File: src/rtl/priority_encoder_8x3.sv
// priority_encoder_8x3: stores a request vector and emits the index of each set bit, one per handshake
module priority_encoder_8x3 #(
  parameter int WIDTH = 8,
  parameter int CODE_W = $clog2(WIDTH),
  parameter bit MSB_FIRST = 1'b0
) (
  input  logic              clk,
  input  logic              rst,
  input  logic              din_valid,
  output logic              din_ready,
  input  logic [WIDTH-1:0]  din,
  output logic              dout_valid,
  input  logic              dout_ready,
  output logic [CODE_W-1:0] dout,
  output logic              dout_last,
  output logic              err_zero
);
  typedef enum logic {IDLE, SERVE} state_t;
  state_t state, state_d;
  logic [WIDTH-1:0] pending, pending_d;
  logic [CODE_W-1:0] idx;
  logic one_hot, fire_in, fire_out;
  // scan toward the highest-priority bit so the last hit wins
  always_comb begin
    idx = '0;
    for (int i = 0; i < WIDTH; i++) begin
      int j;
      j = MSB_FIRST ? i : WIDTH - 1 - i;
      if (pending[j]) idx = CODE_W'(j);
    end
  end
  assign one_hot    = (pending & (pending - WIDTH'(1))) == '0;
  assign din_ready  = state == IDLE && !rst;
  assign dout_valid = state == SERVE;
  assign dout       = dout_valid ? idx : '0;
  assign dout_last  = dout_valid && one_hot;
  assign fire_in    = din_valid && din_ready;
  assign fire_out   = dout_valid && dout_ready;
  // next state: load a nonzero vector, retire bits, return to idle after the last code
  always_comb begin
    state_d   = fire_in && din != '0 ? SERVE : fire_out && dout_last ? IDLE : state;
    pending_d = fire_in ? din : fire_out ? pending & ~(WIDTH'(1) << idx) : pending;
  end
  // state, pending vector and the dropped-vector pulse
  always_ff @(posedge clk) begin
    if (rst) begin
      state    <= IDLE;
      pending  <= '0;
      err_zero <= 1'b0;
    end else begin
      state    <= state_d;
      pending  <= pending_d;
      err_zero <= fire_in && din == '0;
    end
  end
endmodule

File: config.mk
export PLATFORM = sky130hd
export DESIGN_NAME = priority_encoder_8x3
export DESIGN_NICKNAME = d
export VERILOG_FILES = /design/src/rtl/priority_encoder_8x3.sv
export SDC_FILE = /design/constraint.sdc
export NUM_CORES = 1
export LEC_CHECK = 0
export BUFFER_PORTS_ARGS = -buffer_cell sky130_fd_sc_hd__buf_2
export CORE_MARGIN = 4
export CORE_UTILIZATION = 48
export DETAILED_ROUTE_END_ITERATION = 6
export GPL_ROUTABILITY_DRIVEN = 0
export PLACE_DENSITY = 0.85
export SETUP_SLACK_MARGIN = 0.3
export SLEW_MARGIN = 20
export SYNTH_ARGS = -nofsm -noshare
export SYNTH_HDL_FRONTEND = slang
export SYNTH_SLANG_ARGS = --single-unit
File: constraint.sdc
create_clock -name clk -period 2.1 [get_ports clk]
set_input_delay 0.63 -clock clk [delete_from_list [all_inputs] [get_ports clk]]
set_output_delay 0.63 -clock clk [all_outputs]
set_load 0.02 [all_outputs]
== Word-level counts from Yosys, hierarchy flattened ==
Cells that the tools add are included.
Word-level totals
  latch bits: 0
  register bits after elaboration: 10
  memory bits (read-only): 0
  memories: 0
  logic and storage cells: 35
  memory bits (writable): 0
Cells by class
  multiply operators: 0
  reduce and logical (&&, ||, !) cells: 13
  shift operators: 1
  bitwise gates (word level): 4
  eq/ne operators: 0
  div/mod/pow operators: 0
  muxes and demuxes: 13
  add/sub/neg operators: 1
  order comparisons: 0
Operators by type and width (number)
  2-to-1 mux 3 bit: 9
  bitwise AND 8 bit: 2
  zero test 8 bit: 2
  2-to-1 mux 8 bit: 2
  inverter 8 bit: 1
  nonzero test 8 bit: 1
  << shifter 1 x 3 -> 8 bit (first input constant): 1
  subtractor 8 x 1 -> 8 bit (second input constant): 1
  logical AND 1 bit: 7
  nonzero test 2 bit: 2
  2-to-1 mux 1 bit: 2
  zero test 1 bit: 1
  inverter 1 bit: 1

== Longest topological paths before layout ==
  word-level depth: 13
  gate-level depth with buffers: 6
  gate-level depth less buffers: 4

== Least setup slack after synthesis ==
OpenSTA, ideal clock, no wires.
  kind: register -> output
  start point: register pending[2]
  end point: output port dout_last
  buffers on the path: 1
  stages on the path, launching flop included: 6
  setup slack: 0.190 ns
  data required time: 1.470 ns
  arrival time: 1.280 ns
  cell sequence: dfxtp_1 -> buf_6 -> nor4_1 -> o22ai_1 -> o21ai_1 -> and2_1
Between the ends
  longest elaborated chain between the ends: 4
RTL lines
  start: declaration: RTL line 20  | logic [WIDTH-1:0] pending, pending_d;
  start signal: assignment: RTL line 52  | pending <= pending_d;
  subtractor 8 x 1 -> 8 bit: RTL line 32  | assign one_hot = (pending & (pending - WIDTH'(1))) == '0;
  bitwise AND 8 bit *: RTL line 32
  zero test 8 bit *: RTL line 32
  logical AND 1 bit *: RTL line 36  | assign dout_last = dout_valid && one_hot;
  end: declaration: RTL line 15  | output logic dout_last,
Mark *: on every way between the ends. The rest lies on a longest branch, timed or not.

== Final worst setup path ==
  start point: register pending[0]
  end point: output port dout_last
Same word-level chain as after synthesis.

==> impl_results.md <==
- Outcome: finished with violations
- Violated checks: setup timing
- Maximum clock frequency: about 470 MHz
- First-pass GRT wire length: 2.79 mm
- Initial antenna violation count: 0
- R2r setup slk: 0.24 ns
- Vias/cell: 6.01
- Post-synth EDFFs: 0
- Reg-to-Reg End: pending[6]$_SDFFE_PP0P_
- Final Cycle Share: 102%
- Dpl cell area: around 700 um2
- Pre-antenna DRT Iters: 4
- Largest net degree at the start of global routing: 11
- Cells on worst reg2reg path: 6
- Synth warnings: 0
- PortBufs: 18
- Antenna-violating nets left: 0
- Clock Pin Slew Worst Setup and Hold Paths: 0.07 ns
- Hold WC Path Type: reg -> reg
- CP endpoint kind: primary output
- Net Count, Synth: 90
- Total power: roughly 580 uW
- Post-DP HPWL: 1.19 mm
- Core ar.: between 1000 and 1500 um2
- Hold depth: 2
- Root Driver: clkbuf_4
- Remaining DRCs: 0
- Iteration-0 DRC Markers: 13
- Mapped Avg Cell Area: about 8.0 um2
- Async S/R FF share, synth: 0%
- Routed Wire Length: 2.06 mm
- Area Overhead vs Synth: 53.3%
- Lkg Pwr: just under 0.4 nW
- Vias in the first global route: approximately 620
- Place WS: 0.0307 ns
- Most common cell in the netlist: nand2_1
- Largest family of logic cells by synthesized area: simple AND/OR/NAND/NOR gates
- CTS Buffer Depth: 2
- Nets: 120
- Final setup vio count: 2
- CTS tree: built
- Min-delay src: pending[1]$_SDFFE_PP0P_
- Worst VDD drop: ~410 uV
- Minimum clock period: about 2.1 ns
- Hold endpoint: pending[1]$_SDFFE_PP0P_
- Num CTS Buffers: 3
- Most instantiated cells after synthesis: nand2_1, dfxtp_1, a21oi_1, nor2_1
- Starting density of the core: 53.5%
- Setup crit start kind: register
- Critical path's slowest cell: dfxtp_4
- Die Ht: about 44 um
- Synthesized cell area: ~630 um2
- Gr ovfl total: 0
- Final clock skew: between 0.009 and 0.01 ns
- Post-synthesis compound-gate area fraction: about a quarter
- CTS Sinks: 10
- Simple-gate share of the synthesized area: roughly two fifths
- Chip width: between 40 and 50 um
- FF-to-FF Start: pending[0]$_SDFFE_PP0P_
- Max-slew violation count: 0
- Worst Path Max Fanout: 4
- Layout cells sized above 1: roughly three fifths
- Post-synthesis sequential area ratio: between 30% and 40%
- CTS H-tree lvls: 1
- Count of cell types in the netlist: 34
- Main flop type after synthesis: dfxtp_1
- Mux cell area share after synthesis: about 1.6%
- Final instance area: roughly 960 um2
- GRT Total Usage: around a fifth
- # fillers: 64
- Register bit count reported by yosys: 10
- Area leader, netlist: dfxtp_1
- RSZ-0062 raised after global routing: yes
- Least-Margin Pin Slew: 0.279 ns
- Maxcap violations: 0
- Final-report hold violation count: 0
- TNS Setup: -0.0828 ns
- Die footprint: between 1500 and 2000 um2
- Routed via count: a little over 700
- Setup Crit Path Kind: reg -> out
- Power per cell area: ~600 nW/um2
- I/O pin cnt: 19
- XOR/XNOR Fraction of Synth Area: 0%
- Synth Area in Adders: 0%
- Synth area leaders: dfxtp_1, nand2_1, a21oi_1, a211oi_1, and2_1
- Slew headroom: about four fifths
- Worst-Skew Late Latency: roughly 0.28 ns
- Average wire per cell in the routed design: approximately 17 um
- Critical Path AT: ~1.5 ns
- Ant diodes: 0
- CP required: about 1.5 ns
- Cells after Synth: around 80
- Hold Buf Count CTS: 0
- Row cnt: 12
- Crit path largest cell delay: 0.36 ns
- Setup ws final: -0.0470 ns
- CP Cell Sequence: buf_4 > a211oi_2 > nor2_1 > o21ai_2 > and2_4 > buf_6
- Post-synth top area share: between 30% and 40%
[timing repair]
item / 4_1_cts / 5_1_grt
buffers inserted: 6 / 5
gates resized for setup: 27 / 14
hold endpoints to repair: 0 / 0
endpoints found under the setup margin: 4 / 4
pin swaps: 7 / 6
[report_power, final]
| group | switching, mW | internal, mW |
|---|---|---|
| sequential | 0.0231 | 0.197 |
| clock | 0.0718 | 0.106 |
| combinational | 0.0848 | 0.0939 |
[logic make-up (layout without fill, tap and decap cells)]
group,Yosys count,in the layout
muxes,1,1
DFF,10,10
and+or+nand+nor,41,41
AOI/OAI and AO/OA,22,22
buffers and inverters,4,33
[flip-flops by register name, summed over array words and instances (netlist names)]
register    count
dout_valid      1
err_zero        1
pending         8
[metrics by stage]
| step | hold slack, ns | cells | util [%] |
|---|---|---|---|
| 4_1_cts | 0.540 | 116 | 74.6 |
| 6_report | 0.538 | 121 | 82.1 |
| 3_3_place_gp | 0.555 | 106 | 61.3 |
| 3_5_place_dp | 0.563 | 106 | 61.3 |
| 5_1_grt | 0.558 | 121 | 82.1 |
| 2_1_floorplan | 0.512 | 78 | - |
[layout by cell type (no fill, tap or decap), types with 2 or more instances in the layout]
master	count
buf_2	14
buf_4	11
nand2_1	10
dfxtp_4	7
a21oi_1	6
nor2_1	5
buf_6	4
o21ai_2	3
nand3_1	3
clkbuf_4	3
nor2_2	2
nand3b_1	2
and2_4	2
nor4_4	2
a211oi_2	2
a211oi_1	2
and2_1	2
o311ai_1	2
nor4_1	2
dfxtp_2	2
[routing by layer]
layer  vias to the layer above  GRT usage [%]  wire [um]
met5                         -              0          0
met4                         0           18.1         72
met3                         8           6.50        156
met2                        33           31.1       1020
met1                       335           23.1        808
li1                        351              -          -
[final cells by class]
type / instances / area [um2] / area share (%)
multi-input combinational: 64 / 480 / 50.0
timing repair buffer: 29 / 198 / 20.6
tap: 14 / 17.5 / 1.82
clock buffer: 4 / 36.3 / 3.78
sequential: 10 / 229 / 23.8
[critical path, delay by kind of cell, from the launching register on]
kind / cells / cell delay, ns
compound gates: 2 / 0.37
flops: 1 / 0.36
buf+inv: 2 / 0.25
simple gates: 2 / 0.25
[worst max-delay path by stage]
stage,from,endpoint,slack (ns),depth (start not counted)
after floorplan,pending[2]$_SDFFE_PP0P_,dout_last,0.28,5
after global placement,pending[0]$_SDFFE_PP0P_,dout_last,0.1,5
after detailed placement,pending[0]$_SDFFE_PP0P_,dout_last,0.03,5
after CTS,pending[3]$_SDFFE_PP0P_,dout_last,-0.06,5
after global routing,pending[0]$_SDFFE_PP0P_,dout_last,-0.12,6
final,pending[0]$_SDFFE_PP0P_,dout_last,-0.05,6
Note: power is estimated with default switching activity, not from simulation.
